**src/rtl/mips_pkg.sv**
```systemverilog
// rtl/mips_pkg.sv - shared state, opcode and datapath-select encodings for the multicycle MIPS control
//
// Purpose: one place for the FSM state enum, the opcodes the controller decodes,
// and the mux-select encodings it drives into the datapath.
// Ports: none (package).
package mips_pkg;

   typedef enum logic [3:0] {
      S_FETCH   = 4'd0,
      S_DECODE  = 4'd1,
      S_MEMADR  = 4'd2,
      S_MEMRD   = 4'd3,
      S_MEMWB   = 4'd4,
      S_MEMWR   = 4'd5,
      S_RTYPEEX = 4'd6,
      S_RTYPEWB = 4'd7,
      S_BEQEX   = 4'd8,
      S_ADDIEX  = 4'd9,
      S_ADDIWB  = 4'd10,
      S_JEX     = 4'd11,
      S_JALEX   = 4'd12
   } state_t;

   localparam logic [5:0] OP_RTYPE = 6'b000000;
   localparam logic [5:0] OP_LW    = 6'b100011;
   localparam logic [5:0] OP_SW    = 6'b101011;
   localparam logic [5:0] OP_BEQ   = 6'b000100;
   localparam logic [5:0] OP_ADDI  = 6'b001000;
   localparam logic [5:0] OP_J     = 6'b000010;
   localparam logic [5:0] OP_JAL   = 6'b000011;

   localparam logic [1:0] ALUSRCB_RT    = 2'b00;
   localparam logic [1:0] ALUSRCB_FOUR  = 2'b01;
   localparam logic [1:0] ALUSRCB_IMM   = 2'b10;
   localparam logic [1:0] ALUSRCB_IMMSH = 2'b11;

   localparam logic [1:0] PCSRC_ALU    = 2'b00;
   localparam logic [1:0] PCSRC_ALUOUT = 2'b01;
   localparam logic [1:0] PCSRC_JUMP   = 2'b10;

   localparam logic [1:0] REGDST_RT  = 2'b00;
   localparam logic [1:0] REGDST_RD  = 2'b01;
   localparam logic [1:0] REGDST_R31 = 2'b10;

   localparam logic [1:0] MEMTOREG_ALUOUT = 2'b00;
   localparam logic [1:0] MEMTOREG_MDR    = 2'b01;
   localparam logic [1:0] MEMTOREG_PC     = 2'b10;

   localparam logic [1:0] ALUOP_ADD   = 2'b00;
   localparam logic [1:0] ALUOP_SUB   = 2'b01;
   localparam logic [1:0] ALUOP_FUNCT = 2'b10;

endpackage

```
**src/rtl/mcycle_nextstate.sv**
```systemverilog
// rtl/mcycle_nextstate.sv - combinational next-state function of the multicycle control FSM
//
// Purpose: given the current state, the instruction opcode and the memory ready
// handshake, select the next state and flag unsupported opcodes in DECODE.
// Ports:
//   state_i      current FSM state
//   op_i         opcode field of the instruction register
//   mem_ready_i  memory completes the current request this cycle
//   next_o       next FSM state
//   illegal_o    unsupported opcode seen in DECODE (Mealy on op_i)
module mcycle_nextstate
   import mips_pkg::*;
(
   input  state_t     state_i,
   input  logic [5:0] op_i,
   input  logic       mem_ready_i,
   output state_t     next_o,
   output logic       illegal_o
);

   always_comb begin
      next_o    = S_FETCH;
      illegal_o = 1'b0;
      case (state_i)
         S_FETCH:   next_o = mem_ready_i ? S_DECODE : S_FETCH;
         S_DECODE: begin
            case (op_i)
               OP_RTYPE:     next_o = S_RTYPEEX;
               OP_LW, OP_SW: next_o = S_MEMADR;
               OP_BEQ:       next_o = S_BEQEX;
               OP_ADDI:      next_o = S_ADDIEX;
               OP_J:         next_o = S_JEX;
               OP_JAL:       next_o = S_JALEX;
               default: begin
                  next_o    = S_FETCH;
                  illegal_o = 1'b1;
               end
            endcase
         end
         // Only LW and SW reach MEMADR, so anything that is not LW is SW.
         S_MEMADR:  next_o = (op_i == OP_LW) ? S_MEMRD : S_MEMWR;
         S_MEMRD:   next_o = mem_ready_i ? S_MEMWB : S_MEMRD;
         S_MEMWR:   next_o = mem_ready_i ? S_FETCH : S_MEMWR;
         S_RTYPEEX: next_o = S_RTYPEWB;
         S_ADDIEX:  next_o = S_ADDIWB;
         default:   next_o = S_FETCH;
      endcase
   end

endmodule

```
**config.mk**
```make
export PLATFORM = sky130hd
export DESIGN_NAME = mcycle_nextstate
export DESIGN_NICKNAME = d
export VERILOG_FILES = /design/src/rtl/mips_pkg.sv /design/src/rtl/mcycle_nextstate.sv
export SDC_FILE = /design/constraint.sdc
export NUM_CORES = 1
export LEC_CHECK = 0
export ABC_AREA = 1
export CORE_AREA = 2 2 39 41
export DETAILED_ROUTE_END_ITERATION = 10
export DIE_AREA = 0 0 41 43
export GPL_TIMING_DRIVEN = 1
export PLACE_DENSITY_LB_ADDON = 0.2
export SYNTH_ARGS = -nofsm -noshare
export SYNTH_HDL_FRONTEND = slang
export SYNTH_SLANG_ARGS = --single-unit
```
**constraint.sdc**
```tcl
create_clock -name vclk -period 1.4
set_input_delay 0.28 -clock vclk [all_inputs]
set_output_delay 0.28 -clock vclk [all_outputs]
set_load 0.02 [all_outputs]
```
==> results by group, run 1 <==
Worst setup path
  • Worst EP arrival: between 1000 and 1500 ps
  • WS Path Type: primary input to primary output
  • CP Cell Sequence: buf_2 > nor2_4 > buf_4 > nand3_1 > nor2_1 > nor2_1 > nand2_1 > buf_6
  • Critical path's most frequent cell: nor2_1
  • Crit path buf inv count: 3
  • Crit-path leading delay family: simple AND/OR/NAND/NOR gates
  • CP endpoint kind: primary output
  • Worst EP required: between 1000 and 1500 ps
  • Critical path's slowest cell: nor2_4
  • Worst Path Max Fanout: 5
  • CP Launch Type: primary input
  • CP max stage delay: ~160 ps

Yosys
  • Yosys cell types: 13
  • Cell taking the most area after synthesis: nand2_1
  • Syn avg cell area: 4.779 µm²
  • Top cells by area, synth: nand2_1, nor2_1, nand3_1, inv_1, nor2_4
  • Sequential area share after synthesis: 0%
  • Syn Inst Count: 72
  • Post-synth top area share: 20.73%
  • Ys Warns: 0
  • Syn nets: 83
  • Synthesized area: 344.1 µm²

Die
  • Core area: ~1400 µm²
  • Rows: 14
  • Die height: between 40 and 50 µm
  • Die X-Extent: a little over 40 µm
  • IO Count: 16
  • Die area: about 1800 µm²
  • Initial core utilization: between 20% and 30%

Timing
  • Fin. Hold Viols: 0
  • Min Tclk post-route: about 1400 ps
  • Worst-margin pin slew: around 180 ps
  • Period utilisation layout: 97.18%
  • RSZ-0062 raised after global routing: yes
  • Final setup fails: 0
  • Rel. slew slack: just under 90%
  • Pins Over Slew Limit: 0
  • F_max: around 0.73 GHz

Finish
  • Seq Cell Count: 0
  • Core Util, Final: between 40 and 50%
  • Clock buf count: 0
  • Share of cells above drive strength 1: ~57%
  • Layout area overhead: 84.00%
  • ANT cells: 0
  • Post-Layout Cell Count: 111
  • Layout Nets: approximately 110
  • Register area: 0 µm²

Placement
  • Placed Instances: around 110
  • Number of port buffers: 16
  • Dpl hpwl: between 700 and 800 µm
  • Gpl congestion: between 0.7 and 0.8

Detailed routing
  • Routed len/inst: 9.153 µm
  • Via-to-Cell Ratio: 4.414
  • Detail Route Antenna Nets: 0
  • Routed vias: 490
  • Drt pass-1 iters: 2
  • Overall routed net length: approximately 1000 µm
  • Initial DRC count: 2
  • Drt drc: 0

GRT
  • Vias in the first global route: 394
  • Global-route wire length before repair: about 1500 µm
  • GRT Total Usage: 11.39%
  • GRT overflow: 0
  • Largest net degree at the start of global routing: 8
  • Initial antenna violation count: 0

Job
  • # Max-Cap Violations: 0

Hold path
  • Hold endpoint: next_o[0]
  • Origin of the worst min-delay path: mem_ready_i
  • Worst hold-check path type: primary input to primary output
  • Hold Crit Depth: 6

Power and ir drop
  • Cell area power density: about 250 nW/µm²
  • Pleak: ~0.35 nW
  • Tot Pwr: 0.1595 mW
  • Peak supply drop: 0.08553 mV

Run status
  • Outcome: complete, no violations

Clocking
  • Cts hold-fix bufs: 0
==> where the power goes <==
part	switching [mW]	internal (mW)	leakage, nW
logic	0.0905	0.0690	0.350
registers	0	0	0
clock network	0	0	0
==> worst max-delay path by stage <==
stage / start / endpoint / slack [ps] / cells past startpoint
final: state_i[3] / next_o[1] / 40 / 8
after global placement: state_i[1] / next_o[2] / -850 / 7
after CTS: op_i[4] / next_o[3] / 1 / 9
after detailed placement: op_i[2] / illegal_o / -850 / 6
after floorplan: op_i[3] / illegal_o / 190 / 5
after global routing: op_i[3] / next_o[2] / -7 / 8
==> synth_stat cells (all sizes together) <==
master	instances
inv	15
nand2	20
nand3	9
nand3b	1
nand4	4
nor2	19
o21ai	4
==> worst min-delay path: cells and delay by family <==
kind / cells / cell delay (ps)
simple gates: 4 / 240
buf+inv: 2 / 210
==> cell type report <==
class	instances	area (µm²)
tap	16	20.02
fill	160	750.7
inverter	15	56.30
multi-input combinational	57	376.6
timing repair buffer	23	180.2
==> placed cells by master, fill, tap and decap left out, drive strengths merged <==
cell	netlist	layout
nand3	9	9
o21ai	4	4
nand2	20	20
nor2	19	19
inv	15	15
clkbuf	0	1
nand4	4	4
nand3b	1	1
buf	0	22
==> stage by stage <==
step	setup slack (ps)	hold slack, ps	instance area [µm²]	TNS [ps]
CTS	1.215	1044	599.3	0
floorplan	194.8	779.6	344.1	0
detailed placement	-847.0	1801	554.3	-4129
global route	-7.295	1056	633.1	-12.57
global placement	-845.3	1801	554.3	-4106
finish	39.41	1016	633.1	0
==> what timing repair did <==
item | 4_1_cts | 5_1_grt
gates resized for setup | 88 | 18
pin swaps | 20 | 11
setup endpoints to repair | 5 | 5
setup buffers | 5 | 0
==> cells by family (layout without fill, tap and decap cells) <==
kind of cell,Yosys count,in the layout,share of synthesized area (%)
buffers and inverters,15,38,16.37
AND/OR/NAND/NOR,53,53,77.82
AO/OA/AOI/OAI,4,4,5.818
==> routing by layer <==
layer  track usage (%)  vias to the layer above  share of wire (%)
met1             12.66                      211                 36
met5                 0                        -                  0
met2             23.13                       10                 59
met4                 0                        0                  0
met3                 0                        0                4.1
li1                  -                      269                  -
Power figures use the tool's default switching activity.
==> inputs of run 2 (changes only) <==
Settings changed: PLACE_DENSITY_LB_ADDON 0.2 to 0.15.
==> run 2 against run 1 <==
Via count decreased by 0.20%. Worst hold slack worse by 1.5 ps. Combinational power decreased by 10%. Non-clock buffer count is 3 lower. Power shrank 9.6%.
==> results by group, run 2 (synthesis gave the netlist of run 1 again) <==
Worst setup path
  • Crit path to: next_o[3]
  • CP startpoint: op_i[5]
  • Crit-path leading delay family: simple AND/OR/NAND/NOR gates
  • Worst EP required: 1120 ps
  • WS Path Type: primary input to primary output
  • CP Cell Sequence: buf_2 > inv_2 > nand2_2 > nor2_2 > o21ai_2 > nand2_1 > nand2_1 > nand2_1 > buf_6
  • Critical path's slowest cell: nor2_2
  • Critical path's most frequent cell: nand2_1
  • CP max stage delay: between 100 and 150 ps
  • Worst EP arrival: around 1100 ps
  • Worst Path Max Fanout: 2
  • Crit path buf inv count: 3
  • Stages on worst setup path: 9
  • CP Launch Type: primary input
  • CP endpoint kind: primary output

Detailed routing
  • Initial DRC count: 1
  • Routed len/inst: between 8 and 9 µm
  • Via-to-Cell Ratio: about 4.5
  • Overall routed net length: approximately 960 µm
  • Detail Route Antenna Nets: 0
  • Routed vias: about 490
  • Drt drc: 0
  • Drt pass-1 iters: 2

Finish
  • Core Util, Final: approximately two fifths
  • ANT cells: 0
  • Commonest non-fill, non-tap cells in the layout: nand2_1, nor2_1, inv_2, buf_2
  • Layout Nets: 105
  • Clock buf count: 0
  • Fillers: about 160
  • Layout area overhead: 68.36%
  • Post-Layout Cell Count: approximately 110
  • Commonest non-fill, non-tap cell in the layout: nand2_1
  • Register area: 0 µm²
  • Share of cells above drive strength 1: around 53%
  • Fin area: slightly below 600 µm²
  • Seq Cell Count: 0

GRT
  • Global-route wire length before repair: around 1500 µm
  • GRT overflow: 0
  • GRT Total Usage: 11.59%
  • Largest net degree at the start of global routing: 8
  • Vias in the first global route: 446
  • Initial antenna violation count: 0

Power and ir drop
  • Peak supply drop: between 0.07 and 0.08 mV
  • Pleak: between 0.3 and 0.4 nW
  • Sw Share: between 50% and 60%
  • Clock share of power: 0%
  • Pint: 0.06104 mW
  • Tot Pwr: 0.1443 mW
  • Comb power frac: 100.0%
  • Flop pwr share: 0%
  • P_sw: 0.08321 mW
  • Cell area power density: roughly 250 nW/µm²

Timing
  • Period utilisation layout: between 90 and 100%
  • Final setup fails: 0
  • Min Tclk post-route: 1333 ps
  • Final TNS setup: 0 ps
  • Final WS setup: ~67 ps
  • F_max: between 0.7 and 0.8 GHz
  • RSZ-0062 raised after global routing: yes
  • Pins Over Slew Limit: 0
  • Fin. Hold Viols: 0
  • WHS: about 1000 ps
  • Rel. slew slack: approximately 87%
  • Worst-margin pin slew: 191.3 ps

Placement
  • Placed Instances: 108
  • Worst slack, placed: -841.0 ps
  • Number of port buffers: 16
  • Dpl hpwl: 791.7 µm
  • Placed Area: about 550 µm²
  • Gpl congestion: just over 0.7

Die
  • Die height: roughly 43 µm
  • Die X-Extent: 41 µm
  • Initial core utilization: between 20 and 25%
  • Rows: 14
  • IO Count: 16
  • Die area: approximately 1800 µm²
  • Core area: between 1000 and 1500 µm²

Hold path
  • Worst hold-check path type: primary input to primary output

Job
  • # Max-Cap Violations: 0

Run status
  • Outcome: complete, no violations
[run 2: worst min path at each step]
| stage | from | to | slack (ps) | cells after the start |
|---|---|---|---|---|
| finish | mem_ready_i | next_o[0] | 1010 | 6 |
| global route | op_i[2] | next_o[2] | 1050 | 6 |
| CTS | state_i[1] | next_o[3] | 1050 | 5 |
| detailed placement | state_i[0] | next_o[3] | 1810 | 6 |
| global placement | state_i[0] | next_o[3] | 1820 | 6 |
| floorplan | state_i[1] | next_o[3] | 780 | 3 |
[run 2: layout make-up]
| class | count | area (µm²) | area share (%) |
|---|---|---|---|
| Multi-Input combinational cell | 57 | 349.1 | 60.26 |
| Inverter | 15 | 56.30 | 9.719 |
| Timing Repair Buffer | 20 | 153.9 | 26.57 |
| Tap cell | 16 | 20.02 | 3.456 |
[run 2: power groups by stage]
stage               Clock (mW)  Combinational [mW]  Sequential, mW
global placement             0               0.137               0
global route                 0               0.157               0
floorplan                    0              0.0626               0
CTS                          0               0.140               0
finish                       0               0.144               0
detailed placement           0               0.137               0
[run 2: metal layers]
layer | up-vias | global-route usage (%) | routed length, µm
met1 | 215 | 12.34 | 348
met3 | 0 | 0 | 33
li1 | 265 | - | -
met2 | 9 | 24.06 | 576
met4 | 0 | 0 | 0
met5 | - | 0 | 0
[run 2: timing repair]
item / CTS / global route
pin swaps: 14 / 10
endpoints found under the setup margin: 5 / 5
gates resized for setup: 84 / 16
buffers inserted: 0 / 0
hold buffers: 0 / 0
==> inputs of run 3 (changes only) <==
Settings changed: ABC_AREA 1 to unset, MAX_ROUTING_LAYER set to met4.
==> run 3 against run 2 <==
Combinational power increased by 42%. The run now ends with setup timing left. Synthesized cell count decreased by 36%. Critical endpoint is now next_o[0]. Global-route usage increased by 2.3 points.
==> results by group, run 3 <==
Run status
  • Outcome: complete, but fails checks
  • Violated checks: setup timing

Timing
  • Rel. slew slack: about four fifths
  • WHS: around 1000 ps
  • Final setup fails: 5
  • Pins Over Slew Limit: 0
  • Fin. Hold Viols: 0
  • F_max: 0.5777 GHz
  • Worst-margin pin slew: slightly above 300 ps
  • Final WS setup: -330.9 ps
  • Min Tclk post-route: between 1500 and 2000 ps
  • Period utilisation layout: 123.6%
  • RSZ-0062 raised after global routing: yes
  • Final TNS setup: -1354 ps

Yosys
  • Syn avg cell area: roughly 6.6 µm²
  • Syn Inst Count: 46
  • Sequential area share after synthesis: 0%
  • Largest family of logic cells by synthesized area: simple AND/OR/NAND/NOR gates
  • Mux cell area share after synthesis: 0%
  • Count leader, synth: nor3_1
  • Synth Area in Simple Gates: 46.72%
  • Synthesized area: approximately 310 µm²
  • Post-synth top area share: between 6 and 7%
  • Syn nets: between 50 and 60
  • Post-synth top cells: nor3_1, a21oi_1, inv_1, nor2_1
  • Ys Warns: 0
  • Post-synthesis compound-gate area fraction: between 30% and 40%
  • XOR/XNOR Fraction of Synth Area: 5.738%
  • Post-Synth Adder-Cell Area: 0%
  • Top cells by area, synth: nor4_4, nor3_1, a21oi_1, and2b_1, a211oi_2
  • Yosys cell types: 29
  • Cell taking the most area after synthesis: nor4_4

Clocking
  • Cts hold-fix bufs: 0

Hold path
  • Hold endpoint: next_o[0]
  • Hold Crit Depth: 4
  • Worst hold-check path type: primary input to primary output
  • Origin of the worst min-delay path: state_i[0]

Power and ir drop
  • Pleak: 0.2981 nW
  • Tot Pwr: between 0.2 and 0.25 mW
  • Peak supply drop: 0.1200 mV
  • Cell area power density: ~290 nW/µm²

Finish
  • Seq Cell Count: 0
  • ANT cells: 0
  • Clock buf count: 0
  • Commonest non-fill, non-tap cell in the layout: buf_4
  • Fillers: 136
  • Core Util, Final: 51.09%
  • Commonest non-fill, non-tap cells in the layout: buf_4, buf_6, buf_2
  • Layout Nets: between 80 and 90
  • Layout area overhead: 131.6%
  • Post-Layout Cell Count: between 90 and 100
  • Register area: 0 µm²
  • Share of cells above drive strength 1: 66.67%
  • Fin area: a little over 700 µm²

Die
  • Die X-Extent: between 40 and 50 µm
  • IO Count: 16
  • Die area: around 1800 µm²
  • Initial core utilization: between 20% and 30%
  • Core area: 1384 µm²
  • Rows: 14
  • Die height: 43 µm

Worst setup path
  • Crit path buf inv count: 2
  • Worst EP required: 1120 ps
  • Worst EP arrival: about 1500 ps
  • Worst Path Max Fanout: 4
  • CP Cell Sequence: buf_6 > or3_4 > nor4_4 > o21ai_1 > a211oi_2 > buf_4
  • WS Path Type: primary input to primary output
  • Crit-path leading delay family: simple AND/OR/NAND/NOR gates
  • CP Launch Type: primary input
  • Critical path's slowest cell: or3_4
  • CP max stage delay: approximately 430 ps
  • CP endpoint kind: primary output

Placement
  • Placed Area: 621.8 µm²
  • Number of port buffers: 16
  • Gpl congestion: 0.7410
  • Worst slack, placed: -1132 ps
  • Placed Instances: between 80 and 90
  • Dpl hpwl: 799.2 µm

Job
  • # Max-Cap Violations: 0

Detailed routing
  • Via-to-Cell Ratio: a little over 5
  • Routed vias: 460
  • Detail Route Antenna Nets: 0
  • Overall routed net length: roughly 1100 µm
  • Drt pass-1 iters: 4
  • Drt drc: 0
  • Initial DRC count: 6
  • Routed len/inst: 12.31 µm

GRT
  • GRT overflow: 0
  • Initial antenna violation count: 0
  • GRT Total Usage: roughly 14%
  • Vias in the first global route: roughly 430
  • Global-route wire length before repair: about 1800 µm
  • Largest net degree at the start of global routing: 9
## run 3: worst max path at each step
stage | from | endpoint | slack [ps] | cells after the start
6_report | op_i[2] | next_o[0] | -330 | 6
5_1_grt | op_i[2] | next_o[0] | -390 | 6
4_1_cts | op_i[4] | next_o[0] | -420 | 6
3_5_place_dp | op_i[2] | next_o[0] | -1130 | 6
3_3_place_gp | op_i[2] | next_o[0] | -1120 | 6
2_1_floorplan | op_i[2] | next_o[0] | -220 | 4
## run 3: final cells by class
class	instances	area [µm²]	area share, %
Timing Repair Buffer	34	287.8	40.71
Inverter	3	11.26	1.593
Tap cell	16	20.02	2.832
Multi-Input combinational cell	38	387.9	54.87
## run 3: routing by layer
metal | routed length, µm | vias to the layer above | track usage [%]
met2 | 581 | 14 | 23.75
met1 | 483 | 212 | 18.79
li1 | - | 234 | -
met4 | 0 | 0 | 0
met5 | 0 | - | -
met3 | 55 | 0 | 0
## run 3: cell families (layout without fill, tap and decap cells)
logic type	after synthesis	after routing
AND/OR/NAND/NOR	20	20
XOR/XNOR	2	2
AO/OA/AOI/OAI	16	16
buffers and inverters	8	37
## run 3: report_power, final
group | internal, mW | total [mW] | leakage [nW] | switching [mW]
registers | 0 | 0 | 0 | 0
clock network | 0 | 0 | 0 | 0
logic | 0.103 | 0.205 | 0.298 | 0.102
## run 3: tightest hold or removal path: cells and delay by family
family,cells,cell delay (ps)
compound gates,1,70
buf+inv,3,370
## run 3: repair_timing
item,4_1_cts,5_1_grt
pin swaps,13,6
setup endpoints to repair,5,5
gates resized for setup,84,2
setup buffers,3,0
